File: src/rtl/neuron_pkg.sv
// Shared types for the neuron weight path: controller state encoding and
// output-buffer sizing.
package neuron_pkg;

  typedef enum logic [1:0] {
    IDLE   = 2'd0,
    LOAD   = 2'd1,
    STREAM = 2'd2
  } state_t;

  localparam int BUF_DEPTH = 2;
  localparam int BUF_CNT_W = $clog2(BUF_DEPTH + 1);
  localparam int BUF_IDX_W = (BUF_DEPTH > 1) ? $clog2(BUF_DEPTH) : 1;

  function automatic logic [BUF_IDX_W-1:0] buf_idx_inc(input logic [BUF_IDX_W-1:0] idx);
    return (idx == BUF_IDX_W'(BUF_DEPTH - 1)) ? '0 : idx + 1'b1;
  endfunction

endpackage

File: src/rtl/weight_out_buf.sv
// Small FIFO of {last, data} entries that soaks up read data the MAC is not
// ready to take yet. Only the occupancy/pointer state is reset.
module weight_out_buf
  import neuron_pkg::*;
#(
  parameter int data_bits = 16
) (
  input  logic                 clk,
  input  logic                 reset,
  input  logic                 push,
  input  logic [data_bits-1:0] push_data,
  input  logic                 push_last,
  input  logic                 pop,
  output logic [BUF_CNT_W-1:0] count,
  output logic [data_bits-1:0] head_data,
  output logic                 head_last
);

  logic [data_bits:0]   entry [BUF_DEPTH];
  logic [BUF_IDX_W-1:0] wr_idx;
  logic [BUF_IDX_W-1:0] rd_idx;

  always_ff @(posedge clk or negedge reset) begin
    if (!reset) begin
      wr_idx <= '0;
      rd_idx <= '0;
      count  <= '0;
    end else begin
      if (push) wr_idx <= buf_idx_inc(wr_idx);
      if (pop)  rd_idx <= buf_idx_inc(rd_idx);
      count <= count + BUF_CNT_W'(push) - BUF_CNT_W'(pop);
    end
  end

  always_ff @(posedge clk) begin
    if (push) entry[wr_idx] <= {push_last, push_data};
  end

  assign {head_last, head_data} = entry[rd_idx];

endmodule

File: src/rtl/weight_mem_ctrl.sv
// Load/stream sequencer in front of a single weight_memory: writes an
// incoming weight stream, then replays it to the MAC with backpressure.
module weight_mem_ctrl
  import neuron_pkg::*;
#(
  parameter int data_bits    = 16,
  parameter int num_weights  = 784,
  parameter int address_bits = 10
) (
  input  logic                    clk,
  input  logic                    reset,
  input  logic                    load_start,
  input  logic                    in_valid,
  input  logic [data_bits-1:0]    in_data,
  output logic                    in_ready,
  input  logic                    run_start,
  output logic                    out_valid,
  output logic [data_bits-1:0]    out_data,
  output logic                    out_last,
  input  logic                    out_ready,
  output logic                    busy,
  output logic                    loaded,
  output logic                    done,
  output logic                    mem_write_en,
  output logic [address_bits-1:0] mem_write_add,
  output logic [data_bits-1:0]    mem_weight_in,
  output logic                    mem_read_en,
  output logic [address_bits-1:0] mem_read_add,
  input  logic [data_bits-1:0]    mem_weight_out
);

  localparam logic [address_bits-1:0] LAST_ADDR = address_bits'(num_weights - 1);

  state_t                  state;
  state_t                  state_next;
  logic [address_bits-1:0] wr_ptr;
  logic [address_bits-1:0] rd_ptr;
  logic                    rd_done;
  logic                    vld_p1;
  logic                    last_p1;

  logic [BUF_CNT_W-1:0]    buf_count;
  logic [data_bits-1:0]    head_data;
  logic                    head_last;
  logic                    buf_empty;
  logic                    wr_fire;
  logic                    issue;
  logic                    pop;
  logic                    pop_buf;
  logic                    push_buf;
  logic                    start_run;
  logic [BUF_CNT_W:0]      occ_after;

  assign buf_empty = (buf_count == '0);
  assign wr_fire   = (state == LOAD) && in_valid;
  assign start_run = (state == IDLE) && !load_start && run_start && loaded;

  // Read data bypasses the buffer when it is empty, so the first word
  // reaches the MAC in the same cycle the memory returns it.
  assign out_valid = !buf_empty || vld_p1;
  assign out_data  = !buf_empty ? head_data : (vld_p1 ? mem_weight_out : '0);
  assign out_last  = !buf_empty ? head_last : (vld_p1 && last_p1);
  assign pop       = out_valid && out_ready;
  assign pop_buf   = pop && !buf_empty;
  assign push_buf  = vld_p1 && !(pop && buf_empty);

  // A read may only be issued if its data is guaranteed a buffer slot.
  assign occ_after = (BUF_CNT_W+1)'(buf_count) + (BUF_CNT_W+1)'(vld_p1)
                   - (BUF_CNT_W+1)'(pop);
  assign issue     = (state == STREAM) && !rd_done
                   && (occ_after < (BUF_CNT_W+1)'(BUF_DEPTH));

  assign in_ready      = (state == LOAD);
  assign busy          = (state != IDLE);
  assign mem_write_en  = wr_fire;
  assign mem_write_add = wr_fire ? wr_ptr : '0;
  assign mem_weight_in = wr_fire ? in_data : '0;
  assign mem_read_en   = issue;
  assign mem_read_add  = issue ? rd_ptr : '0;

  always_comb begin
    state_next = state;
    unique case (state)
      IDLE: begin
        if (load_start)                state_next = LOAD;
        else if (run_start && loaded)  state_next = STREAM;
      end
      LOAD: begin
        if (wr_fire && (wr_ptr == LAST_ADDR)) state_next = IDLE;
      end
      STREAM: begin
        if (pop && out_last) state_next = IDLE;
      end
      default: state_next = IDLE;
    endcase
  end

  always_ff @(posedge clk or negedge reset) begin
    if (!reset) begin
      state   <= IDLE;
      wr_ptr  <= '0;
      rd_ptr  <= '0;
      rd_done <= 1'b0;
      loaded  <= 1'b0;
      done    <= 1'b0;
      vld_p1  <= 1'b0;
    end else begin
      state  <= state_next;
      done   <= (state == STREAM) && pop && out_last;
      vld_p1 <= issue;

      if ((state == IDLE) && load_start) begin
        wr_ptr <= '0;
        loaded <= 1'b0;
      end else if (wr_fire) begin
        if (wr_ptr == LAST_ADDR) begin
          wr_ptr <= '0;
          loaded <= 1'b1;
        end else begin
          wr_ptr <= wr_ptr + 1'b1;
        end
      end

      if (start_run) begin
        rd_ptr  <= '0;
        rd_done <= 1'b0;
      end else if (issue) begin
        if (rd_ptr == LAST_ADDR) begin
          rd_ptr  <= '0;
          rd_done <= 1'b1;
        end else begin
          rd_ptr <= rd_ptr + 1'b1;
        end
      end
    end
  end

  // ---- stage p1: memory read latency, last tag travels with the read ----
  always_ff @(posedge clk) begin
    last_p1 <= issue && (rd_ptr == LAST_ADDR);
  end

  weight_out_buf #(
    .data_bits (data_bits)
  ) u_buf (
    .clk       (clk),
    .reset     (reset),
    .push      (push_buf),
    .push_data (mem_weight_out),
    .push_last (last_p1),
    .pop       (pop_buf),
    .count     (buf_count),
    .head_data (head_data),
    .head_last (head_last)
  );

endmodule

File: config.mk
export PLATFORM = sky130hd
export DESIGN_NAME = weight_mem_ctrl
export DESIGN_NICKNAME = d
export VERILOG_FILES = /design/src/rtl/neuron_pkg.sv /design/src/rtl/weight_out_buf.sv /design/src/rtl/weight_mem_ctrl.sv
export SDC_FILE = /design/constraint.sdc
export NUM_CORES = 1
export LEC_CHECK = 0
export ABC_CLOCK_PERIOD_IN_PS = 3860
export CORE_UTILIZATION = 30
export DETAILED_ROUTE_END_ITERATION = 6
export GPL_ROUTABILITY_DRIVEN = 1
export HOLD_SLACK_MARGIN = 0.1
export PLACE_DENSITY_LB_ADDON = 0.12
export SLEW_MARGIN = 10
export SYNTH_ARGS = -nofsm -noshare
export SYNTH_HDL_FRONTEND = slang
export SYNTH_HIERARCHICAL = 1
export SYNTH_SLANG_ARGS = --single-unit
File: constraint.sdc
create_clock -name clk -period 3.86 [get_ports clk]
set_clock_uncertainty 0.05 [all_clocks]
set_input_delay 0.772 -clock clk [delete_from_list [all_inputs] [get_ports clk]]
set_output_delay 0.772 -clock clk [all_outputs]
set_load 0.05 [all_outputs]
==> results.ini <==
[outcome]
status = complete, no violations

[global_routing]
antenna_found_initial = 0
grt_pass1_vias = 2627
globalRouteOverflowTotal = 0
grt_start_max_net_pins = 31
grt_pass1_wl_um = 13000
track_usage_pct = 14.5

[cells_and_area]
syn_to_final_growth_pct = 45.4
multi_input_area_um2 = 1470
seq_area_um2 = 1790
fin_cells = 566
fillCellCount = 1034
drive_above_1_share_pct = 21.6
antennaDiodeCount = 0
fin_nets = 464

[yosys]
ys_types = 48
synth_area_leaders = edfxtp_1 (30%), dfrtp_1 (22%), and3_1 (6.2%), nand2_1 (5.3%), mux2_4 (4.0%)
synth-xor-area-share_pct = 4.62
ys_async_sr_fraction_pct = 46.2
synth_warnings = 6
synthMuxAreaShare_pct = 7.35
synth_cells = 312
synthFlopType = edfxtp_1
syn_nets = 355
synth_top_family_by_area = simple AND/OR/NAND/NOR gates
synth_compound_area_share_pct = 5.15
ys_top_cells_by_count = nand2_1 (47), edfxtp_1 (34), and3_1 (33)
yosys.area.top_type_share_pct = 30.4
syn_area_per_cell_um2 = 10.8
synth_most_common_cell = nand2_1
synth_seq_cells = 65
synthAdderAreaFrac_pct = 2.09
synthSimpleGateAreaFrac_pct = 23.8
synth_area_um2 = 3360
seq_area_frac_synth_pct = 53.4
synth_area_leader_cell = edfxtp_1
synth_edf_count = 34

[sta]
fin_hold_ws_ns = 0.419
hold_viol_final = 0
tightest_slew_ns = 0.764
max_slew_margin_pct = 48.6
min_period_ns = 3.75
final_max_slew_viol_count = 0
finalCritPeriodShare_pct = 97.3
fmax_mhz = 266
setup_viol = 0
rsz0062_at_grt = no

[setup_path]
regToRegSetupSlack_ns = 0.73
crit_path_end_kind = output pin
start_kind = flip-flop
crit_fanout = 6
critPathRequiredTime_ns = 3.04
crit_type = flip-flop to output pin
arrival_ns = 2.93

[run]
max_cap_viol_count = 0

[floorplanning]
initial_core_util_pct = 30.8
die_h_um = 108
coreArea_um2 = 10900
die-area_um2 = 11600
rows = 38
io_pins = 98
die_w_um = 108

[placement]
portBuffers = 97
place_inst = 544
dp_hpwl_um = 5430
gp_congestion = 0.799

[power_and_ir_drop]
power.density_nw_per_um2 = 538
p_leak_uw = 0.00212
peakVddDrop_uv = 323
total_power_uw = 2620

[routing]
drt_iter0_drc = 136
ant_nets = 0
dr.max_layer_used = met4
drc = 0
wl_per_cell_um = 14.3
wl_um = 8100
drtPass1Iterations = 4
dr_total_vias = 2693
met3_length_um = 371
dr_wl_met2_um = 3990
vias_per_cell = 4.76
met1_length_um = 3700

[clock_tree]
clk_latency_ns = 0.33
clock-sinks = 65
cts_tree = yes
cts_buffer_depth = 2
root_buffer = clkbuf_8
cts_inserted_buffers = 9
clkTransAtPathRegs_ns = 0.08
htreeDepth = 3
cts_hold_buf = 0

[worst_hold_path]
min-delay-path-class = flip-flop to flip-flop

through the flow:
step / setup TNS [ns] / utilization (%) / setup WS (ns) / cell area, µm²
3_3_place_gp: -0.610 / 42.2 / -0.0628 / 4600
2_1_floorplan: -0.102 / - / -0.0113 / 3370
5_1_grt: 0 / 44.8 / 0.00352 / 4880
4_1_cts: 0 / 44.4 / 0.00290 / 4840
6_report: 0 / 44.8 / 0.106 / 4880
3_5_place_dp: -0.972 / 42.2 / -0.100 / 4600
layout by cell type, fill, tap and decap left out, types with 4 or more instances in the layout:
master           count
clkdlybuf4s50_1     74
nand2_1             47
edfxtp_1            34
and3_1              33
dfrtp_1             28
buf_4               27
nand3_1             23
nor2_1              22
xor2_1              12
buf_12              11
and2_2               9
mux2_2               9
clkbuf_8             9
mux2_4               9
inv_1                6
a21oi_1              5
nand4_1              5
o21ai_0              4
ha_1                 4
per-layer routing:
metal  GRT usage, %  up-vias
met3           2.54        2
met4           4.60        0
met2           24.6       76
met5              0        -
li1               -     1321
met1           18.7     1294
sequential cells by signal, indices dropped and copies added, names as in the netlist:
register,cells
done,1
last_p1,1
loaded,1
rd_done,1
rd_ptr,10
state,2
u_buf/count,2
u_buf/entry,34
u_buf/rd_idx,1
u_buf/wr_idx,1
vld_p1,1
wr_ptr,10
cell families after synthesis:
logic type / after synthesis
and+or+nand+nor: 159
DFF: 65
AOI/OAI and AO/OA: 25
buffers and inverters: 23
muxes: 19
xor gates and xnor gates: 16
adders and majority gates: 5
what timing repair did:
| item | 4_1_cts | 5_1_grt |
|---|---|---|
| cloned | 1 | 0 |
| resized for setup | 4 | 2 |
| pin swaps | 1 | 1 |
| endpoints found under the setup margin | 11 | 11 |
| setup buffers | 0 | 5 |
layout make-up:
| class | count | area share [%] |
|---|---|---|
| clock buffer | 10 | 2.62 |
| clock inverter | 6 | 1.90 |
| inverter | 7 | 0.795 |
| multi-input combinational | 224 | 30.1 |
| sequential | 65 | 36.8 |
| tap | 140 | 3.59 |
| timing repair buffer | 113 | 24.0 |
| timing repair inverter | 1 | 0.180 |
worst max-delay path: stages (launching register included):
cell and delay [ns]:
dfrtp_2 0.43, or3_4 0.39, and3b_1 0.21, fa_1 0.40, xor2_1 0.15, or4b_4 0.60, clkinv_4 0.11, and2_2 0.17
buf_12 0.13
report_power, final:
group	switching, µW	internal [µW]	total [µW]
Sequential	51.9	771	823
Clock	272	366	638
Combinational	713	448	1160
Total	1040	1590	2620
final timing paths:
kind                                           from                            to  depth (start not counted)
min in group asynchronous                     reset         wr_ptr[1]$_DFFE_PN0P_                          2
max in group asynchronous                     reset      u_buf/count[1]$_DFF_PN0_                          2
setup reg to reg           u_buf/count[0]$_DFF_PN0_         rd_ptr[3]$_DFFE_PN0P_                         11
setup / recovery           u_buf/count[0]$_DFF_PN0_               mem_read_add[7]                          8
hold / removal                      last_p1$_DFF_P_  u_buf/entry[1][16]$_DFFE_PP_                          0
hold reg to reg                     last_p1$_DFF_P_  u_buf/entry[1][16]$_DFFE_PP_                          0
(Power assumes the default switching activity.)
